### src/rtl/imem_loader.sv
// Boot loader: receives a length-prefixed, XOR-checksummed byte frame and writes
// it word by word into instruction memory, holding the CPU in reset until it is valid.
module imem_loader #(
    parameter int ADDR_W  = 11,
    parameter int TIMEOUT = 1000000
) (
    input  logic              clk_in,
    input  logic              reset,
    input  logic              rx_valid,
    input  logic [7:0]        rx_data,
    output logic              rx_ready,
    output logic              im_we,
    output logic [ADDR_W-1:0] im_waddr,
    output logic [31:0]       im_wdata,
    output logic              cpu_reset,
    output logic              done,
    output logic              err,
    output logic [2:0]        state_dbg
);

    localparam int          TW    = $clog2(TIMEOUT + 1);
    localparam logic [16:0] MAX_N = 17'(2 ** ADDR_W);

    typedef enum logic [2:0] {
        S_LEN_H, S_LEN_L, S_DATA, S_CHECK, S_RUN, S_ERROR
    } state_t;

    state_t            state, state_nx;
    logic [7:0]        len_hi;
    logic [15:0]       len_q;
    logic [15:0]       xor_acc;
    logic [23:0]       asm_q;
    logic [1:0]        byte_cnt;
    logic [ADDR_W-1:0] word_idx;
    logic [TW-1:0]     idle_cnt;

    logic        accept;
    logic [15:0] len_in;
    logic        len_ok;
    logic        last_word;
    logic        timing;
    logic        timed_out;

    // Handshake: a byte moves exactly on a rising edge where rx_valid && rx_ready;
    // rx_ready depends only on state, never on rx_valid.
    always_comb begin
        rx_ready  = (state == S_LEN_H) || (state == S_LEN_L) ||
                    (state == S_DATA)  || (state == S_CHECK);
        accept    = rx_valid && rx_ready;
        len_in    = {len_hi, rx_data};
        len_ok    = (len_in != 16'd0) && ({1'b0, len_in} <= MAX_N);
        last_word = (16'(word_idx) + 16'd1) == len_q;
        timing    = (state == S_LEN_L) || (state == S_DATA) || (state == S_CHECK);
        timed_out = timing && !accept && ((idle_cnt + TW'(1)) == TW'(TIMEOUT));
        cpu_reset = (state != S_RUN);
        done      = (state == S_RUN);
        err       = (state == S_ERROR);
        state_dbg = state;
    end

    always_comb begin
        state_nx = state;
        case (state)
            S_LEN_H: if (accept) state_nx = S_LEN_L;
            S_LEN_L: begin
                if (accept)         state_nx = len_ok ? S_DATA : S_ERROR;
                else if (timed_out) state_nx = S_ERROR;
            end
            S_DATA: begin
                if (accept && byte_cnt == 2'd3 && last_word) state_nx = S_CHECK;
                else if (timed_out)                          state_nx = S_ERROR;
            end
            S_CHECK: begin
                if (accept)         state_nx = ({8'h00, rx_data} == xor_acc) ? S_RUN : S_ERROR;
                else if (timed_out) state_nx = S_ERROR;
            end
            S_RUN:   state_nx = S_RUN;
            S_ERROR: state_nx = S_ERROR;
            default: state_nx = S_LEN_H;
        endcase
    end

    always_ff @(posedge clk_in or posedge reset) begin
        if (reset) state <= S_LEN_H;
        else       state <= state_nx;
    end

    always_ff @(posedge clk_in or posedge reset) begin
        if (reset) begin
            len_hi   <= '0;
            len_q    <= '0;
            xor_acc  <= '0;
            asm_q    <= '0;
            byte_cnt <= '0;
            word_idx <= '0;
            idle_cnt <= '0;
            im_we    <= 1'b0;
            im_waddr <= '0;
            im_wdata <= '0;
        end else begin
            im_we <= 1'b0;
            if (accept)      idle_cnt <= '0;
            else if (timing) idle_cnt <= idle_cnt + TW'(1);

            if (accept && state != S_CHECK) xor_acc <= xor_acc ^ {8'h00, rx_data};
            if (accept && state == S_LEN_H) len_hi <= rx_data;
            if (accept && state == S_LEN_L) len_q  <= len_in;

            if (accept && state == S_DATA) begin
                asm_q    <= {asm_q[15:0], rx_data};
                byte_cnt <= byte_cnt + 2'd1;
                if (byte_cnt == 2'd3) begin
                    im_we    <= 1'b1;
                    im_wdata <= {asm_q, rx_data};
                    im_waddr <= word_idx;
                    // Hold at the last index so a full-size image cannot wrap to 0.
                    if (!last_word) word_idx <= word_idx + ADDR_W'(1);
                end
            end
        end
    end

endmodule
### config.mk
export PLATFORM = sky130hd
export DESIGN_NAME = imem_loader
export DESIGN_NICKNAME = d
export VERILOG_FILES = /design/src/rtl/imem_loader.sv
export SDC_FILE = /design/constraint.sdc
export NUM_CORES = 1
export LEC_CHECK = 0
export BUFFER_PORTS_ARGS = -buffer_cell sky130_fd_sc_hd__buf_2
export CAP_MARGIN = 20
export CORE_MARGIN = 8
export CORE_UTILIZATION = 40
export DETAILED_ROUTE_END_ITERATION = 6
export PLACE_DENSITY_LB_ADDON = 0.08
export SLEW_MARGIN = 10
export SYNTH_ARGS = -nofsm -noshare
export SYNTH_HDL_FRONTEND = slang
export SYNTH_SLANG_ARGS = --single-unit
export TNS_END_PERCENT = 100
### constraint.sdc
create_clock -name clk_in -period 13.48 [get_ports clk_in]
set_clock_uncertainty 0.1 [all_clocks]
set_input_delay 2.696 -clock clk_in [delete_from_list [all_inputs] [get_ports clk_in]]
set_output_delay 2.696 -clock clk_in [all_outputs]
set_load 0.03 [all_outputs]
### After elaboration in Yosys (flattened, before gate mapping)

Index checks and enable logic that the tools add are counted.

| storage, ports and cells | value |
|---|---|
| register bits after elaboration | 144 |
| output and inout port bits | 51 |
| word-level logic and storage cells | 63 |
| input bits | 11 |

| cells by class | value |
|---|---|
| multiplexer cells | 12 |
| $lt $le $gt $ge | 1 |
| add/sub/neg operators | 4 |
| bitwise operators | 2 |
| reduce and logical (&&, ||, !) cells | 21 |
| equal/unequal tests | 12 |

Operators with widths:

| operator | number |
|---|---|
| $mux W20 | 2 |
| $add A20 B1 Y20 const B | 1 |
| $eq A20 B20 Y1 const B | 1 |
| $mux W3 | 6 |
| $pmux W3 S6 | 1 |
| $eq A12 B16 Y1 | 1 |
| $eq A8 B16 Y1 | 1 |
| $le A16 B12 Y1 const B | 1 |
| $reduce_bool A16 Y1 | 1 |
| $xor A16 B8 Y16 | 1 |
| $add A11 B1 Y12 const B | 1 |
| $add A11 B1 Y11 const B | 1 |
| $logic_and A1 B1 Y1 | 10 |
| $eq A3 B2 Y1 const B | 2 |
| $eq A3 B3 Y1 const B | 2 |
| $logic_or A1 B1 Y1 | 5 |
| $eq A3 B1 Y1 const B | 1 |
| $logic_not A3 Y1 | 1 |
| $mux W1 | 3 |
| $ne A3 B2 Y1 const B | 1 |
| $ne A3 B3 Y1 const B | 1 |
| $reduce_and A3 Y1 | 1 |
| $add A2 B1 Y2 const B | 1 |
| $eq A2 B2 Y1 const B | 1 |
| 5 further kinds | 5 |

### Depth between registers and ports, before layout

| depth | value |
|---|---|
| depth after elaboration | 11 |
| depth in mapped cells | 9 |
| depth with buffers taken out | 8 |

### Worst setup path after synthesis

No wires, ideal clock.

| timing path | value |
|---|---|
| kind | input to register |
| start point | in rx_valid |
| end point | reg state[1] (netlist: state_dbg[1]) |
| arrival time | 4234 ps |
| setup time | 125 ps |
| buffers on the path | 1 |
| data required time | 13255 ps |
| slack | 9020 ps |
| stages | 7 |
| cell sequence | or3_1 > clkbuf_1 > nor3_1 > o221ai_1 > a2111oi_2 > a22oi_1 > a2bb2o_1 |

| on the way | value |
|---|---|
| cells in the longest elaborated chain, start to end | 7 |
| elaborated cells on any way between the ends | 12 |
| those cells by class | eq/ne: 1; mux: 5; reduce/logical: 6 |

RTL lines:

| what | line | text |
|---|---|---|
| start: declaration | 9 | `input logic rx_valid,` |
| $logic_and A1 B1 Y1 * | 49 | `accept = rx_valid && rx_ready;` |
| $logic_not A1 Y1 | 54 | `timed_out = timing && !accept && ((idle_cnt + TW'(1)) == TW'(TIMEOUT));` |
| $logic_and A1 B1 Y1 (2 in a row) | 54 |  |
| $mux W3 | -- |  |
| $mux W3, on equally long branches | 74, 66, 70 |  |
| $pmux W3 S6 | 63 | `case (state)` |
| end signal: assignment | 85 | `else state <= state_nx;` |
| end: declaration | 28 | `state_t state, state_nx;` |

Every way passes the cells marked *; elsewhere a longest branch is shown, timed or not.
A chain may end at the register's enable or synchronous reset.

### Worst setup path after layout

| timing path | value |
|---|---|
| start point | in rx_valid |
| end point | reg word_idx[3] |

| on the way | value |
|---|---|
| cells in the longest elaborated chain, start to end | 3 |

RTL lines:

| what | line | text |
|---|---|---|
| $logic_and A1 B1 Y1 | 49 |  |
| $logic_and A1 B1 Y1 | 109 | `if (accept && state == S_DATA) begin` |
| $reduce_and A3 Y1 (no line) | -- |  |
| end signal: assignment | 117 | `if (!last_word) word_idx <= word_idx + ADDR_W'(1);` |
| end: declaration | 34 | `logic [ADDR_W-1:0] word_idx;` |

No other way between the ends.

==> impl_metrics.json <==
{
  "grt_pass1_vias": 4442,
  "wire_per_inst_um": 16.9,
  "worstPathRequired_ps": 13670,
  "core_area_um2": 15700,
  "setup_viol": 0,
  "ant_nets": 0,
  "num_rows": 46,
  "drtIter0Drc": 154,
  "final_cell_mix": "dfrtp_1, mux2_2, buf_2",
  "ys_types": 56,
  "yosysTopAreaCellShare_pct": 53.5,
  "ctsHoldBuffers": 0,
  "crit_slowest_cell": "a31oi_2",
  "peakVddDrop_mv": 0.0886,
  "antenna_cells": 0,
  "final_common_cell": "dfrtp_1",
  "critPathMaxFanout": 27,
  "dp_hpwl_um": 9380,
  "synth_cells": 538,
  "ys.warnings.count": 0,
  "htree_levels": 4,
  "cp_top_family": "simple AND/OR/NAND/NOR gates",
  "gr-total-overflow": 0,
  "power_density_nw_per_um2": 123,
  "start_kind": "input port",
  "dr.pass1.iters": 4,
  "vias": 4249,
  "whs_ps": 373,
  "startpoint": "rx_valid",
  "worst_path_largest_cell_delay_ps": 540,
  "fmaxAchievable_mhz": 227,
  "multiInputGateArea_um2": 2780,
  "synthesis.nets": 553,
  "synthesis.area_per_instance_um2": 11.8,
  "cp_data_arrival_time_ps": 4590,
  "synthFlopType": "dfrtp_1",
  "grt_max_degree": 79,
  "slew_viol_final": 0,
  "fp.dieH_um": 142,
  "cts_made_buffers": 17,
  "wirelength_um": 13900,
  "io_buffers": 61,
  "drive_above_1_share_pct": 33.4,
  "cts_resized": 0,
  "die_x_um": 142,
  "synth-edff-count": 0,
  "start_util_pct": 40.5,
  "period_needed_ps": 4400,
  "syn-cell-area_um2": 6360,
  "crit_buf_inv": 2,
  "clock_path_buffers": 2,
  "power.leakage_nw": 3.61,
  "remaining_drc_errors": 0,
  "ys_seq_area_share_pct": 53.5,
  "async_flop_share_pct": 100,
  "synth_seq_cells": 136,
  "dieArea_um2": 20200,
  "viasPerCell": 5.18,
  "area_growth_pct": 17.2,
  "path_clk_slew_ps": 60,
  "reg2reg_depth": 7,
  "grtUsageTotal_pct": 14.8,
  "clk_latency_ps": 420,
  "rrSetupSlack_ps": 10570,
  "hp-class": "reg2reg",
  "antenna_found_initial": 0,
  "grt_pass1_wl_um": 23400,
  "cp.depth": 8,
  "nNetsFinal": 607,
  "crit_chain": "buf_2 -> nand2_1 -> nor3b_2 -> buf_4 -> nand2_2 -> a31oi_2 -> nand4_1 -> xnor2_1",
  "top_level_ports": 62,
  "nFillCells": 1463,
  "regToRegEndpoint": "word_idx[1]$_DFFE_PP0P_",
  "worst_r2r_startpoint": "word_idx[0]$_DFFE_PP0P_",
  "p_total_uw": 921,
  "cts_tree": "built",
  "cts_sinks": 136,
  "end_kind": "flip-flop",
  "ys_top_cells_by_area": "dfrtp_1, mux2_2, xnor2_1",
  "crit_end": "word_idx[3]$_DFFE_PP0P_",
  "slew_headroom_pct": 35.1,
  "post-cts-setup-buffers": 0,
  "tns_ps": 0,
  "yosysTopAreaCell": "dfrtp_1",
  "critPathKind": "in2reg",
  "worst_pin_slew_ps": 974,
  "finalCritPeriodShare_pct": 32.6,
  "outcome": "complete, no violations",
  "cts_root_buf": "clkbuf_16",
  "grt_setup_unrepaired": "no",
  "hold_viol_final": 0,
  "place.gp.congestion": 0.870,
  "regArea_um2": 3400,
  "maxCapViolations": 0
}
## area by class of cell
type                       instances  area share, %
sequential                       136           45.7
multi-input combinational        364           37.3
clock buffer                      18           5.89
timing repair buffer              67           4.70
tap                              216           3.63
clock inverter                    14           2.47
inverter                           6          0.369
## where the power goes
part / switching, mW / internal [mW]
clock network: 0.186 / 0.300
registers: 0.00390 / 0.410
logic: 0.0151 / 0.00504
## flip-flops by register name, indices dropped and copies added (netlist names)
register and cells:
len_hi 8, im_waddr 11, asm_q 24, idle_cnt 20, im_wdata 32, im_we 1, len_q 16, state_dbg 3
xor_acc 8, byte_cnt 2, word_idx 11
## how the worst min path moves through the flow
stage	to	slack, ps	startpoint	cells after the start
detailed placement	byte_cnt[0]$_DFFE_PP0P_	360	byte_cnt[0]$_DFFE_PP0P_	1
finish	byte_cnt[0]$_DFFE_PP0P_	370	byte_cnt[0]$_DFFE_PP0P_	1
floorplan	byte_cnt[0]$_DFFE_PP0P_	350	byte_cnt[0]$_DFFE_PP0P_	1
global route	byte_cnt[0]$_DFFE_PP0P_	390	byte_cnt[0]$_DFFE_PP0P_	1
global placement	byte_cnt[0]$_DFFE_PP0P_	360	byte_cnt[0]$_DFFE_PP0P_	1
CTS	byte_cnt[0]$_DFFE_PP0P_	380	byte_cnt[0]$_DFFE_PP0P_	1
## Yosys cell counts (5+ instances only)
cell and count:
dfrtp_1 136, mux2_2 91, nand2_1 53, xnor2_1 32, o21ai_0 27, xor2_1 16, nor3_1 15, nor2_1 14
clkbuf_1 12, nand3_1 12, buf_2 11, nand4_1 10, a21oi_1 8, nand2b_1 7, o31ai_1 7, a31oi_1 6
and3_1 6, buf_4 6, inv_1 6, nor4_1 6, and4_1 5
## kinds of logic (layout without fill, tap and decap cells)
group	after synthesis	after routing	share of synthesized area, %
compound gates	72	72	7.49
fa+ha+maj	4	4	0.787
mux	92	92	16.3
flops	136	136	53.5
xor+xnor	48	48	6.61
buf+inv	38	105	2.93
simple gates	148	148	12.4
## metrics by stage
stage,setup slack [ps],utilization (%),cell area [µm²],instances
after floorplan,7040,-,6360,538
after global placement,8680,43.4,6820,788
after detailed placement,8650,43.5,6830,789
after CTS,9090,47.4,7450,821
after global routing,8850,47.4,7450,821
final,9080,47.4,7450,821
## routing by layer
metal  up-vias  global-route usage, %  part of all wire, %
met4         0                   5.77                  1.8
met3        23                   4.50                  4.2
li1       2033                      -                    -
met5         -                      0                    0
met2        75                   23.0                   46
met1      2118                   19.0                   48
Power figures use the tool's default switching activity.
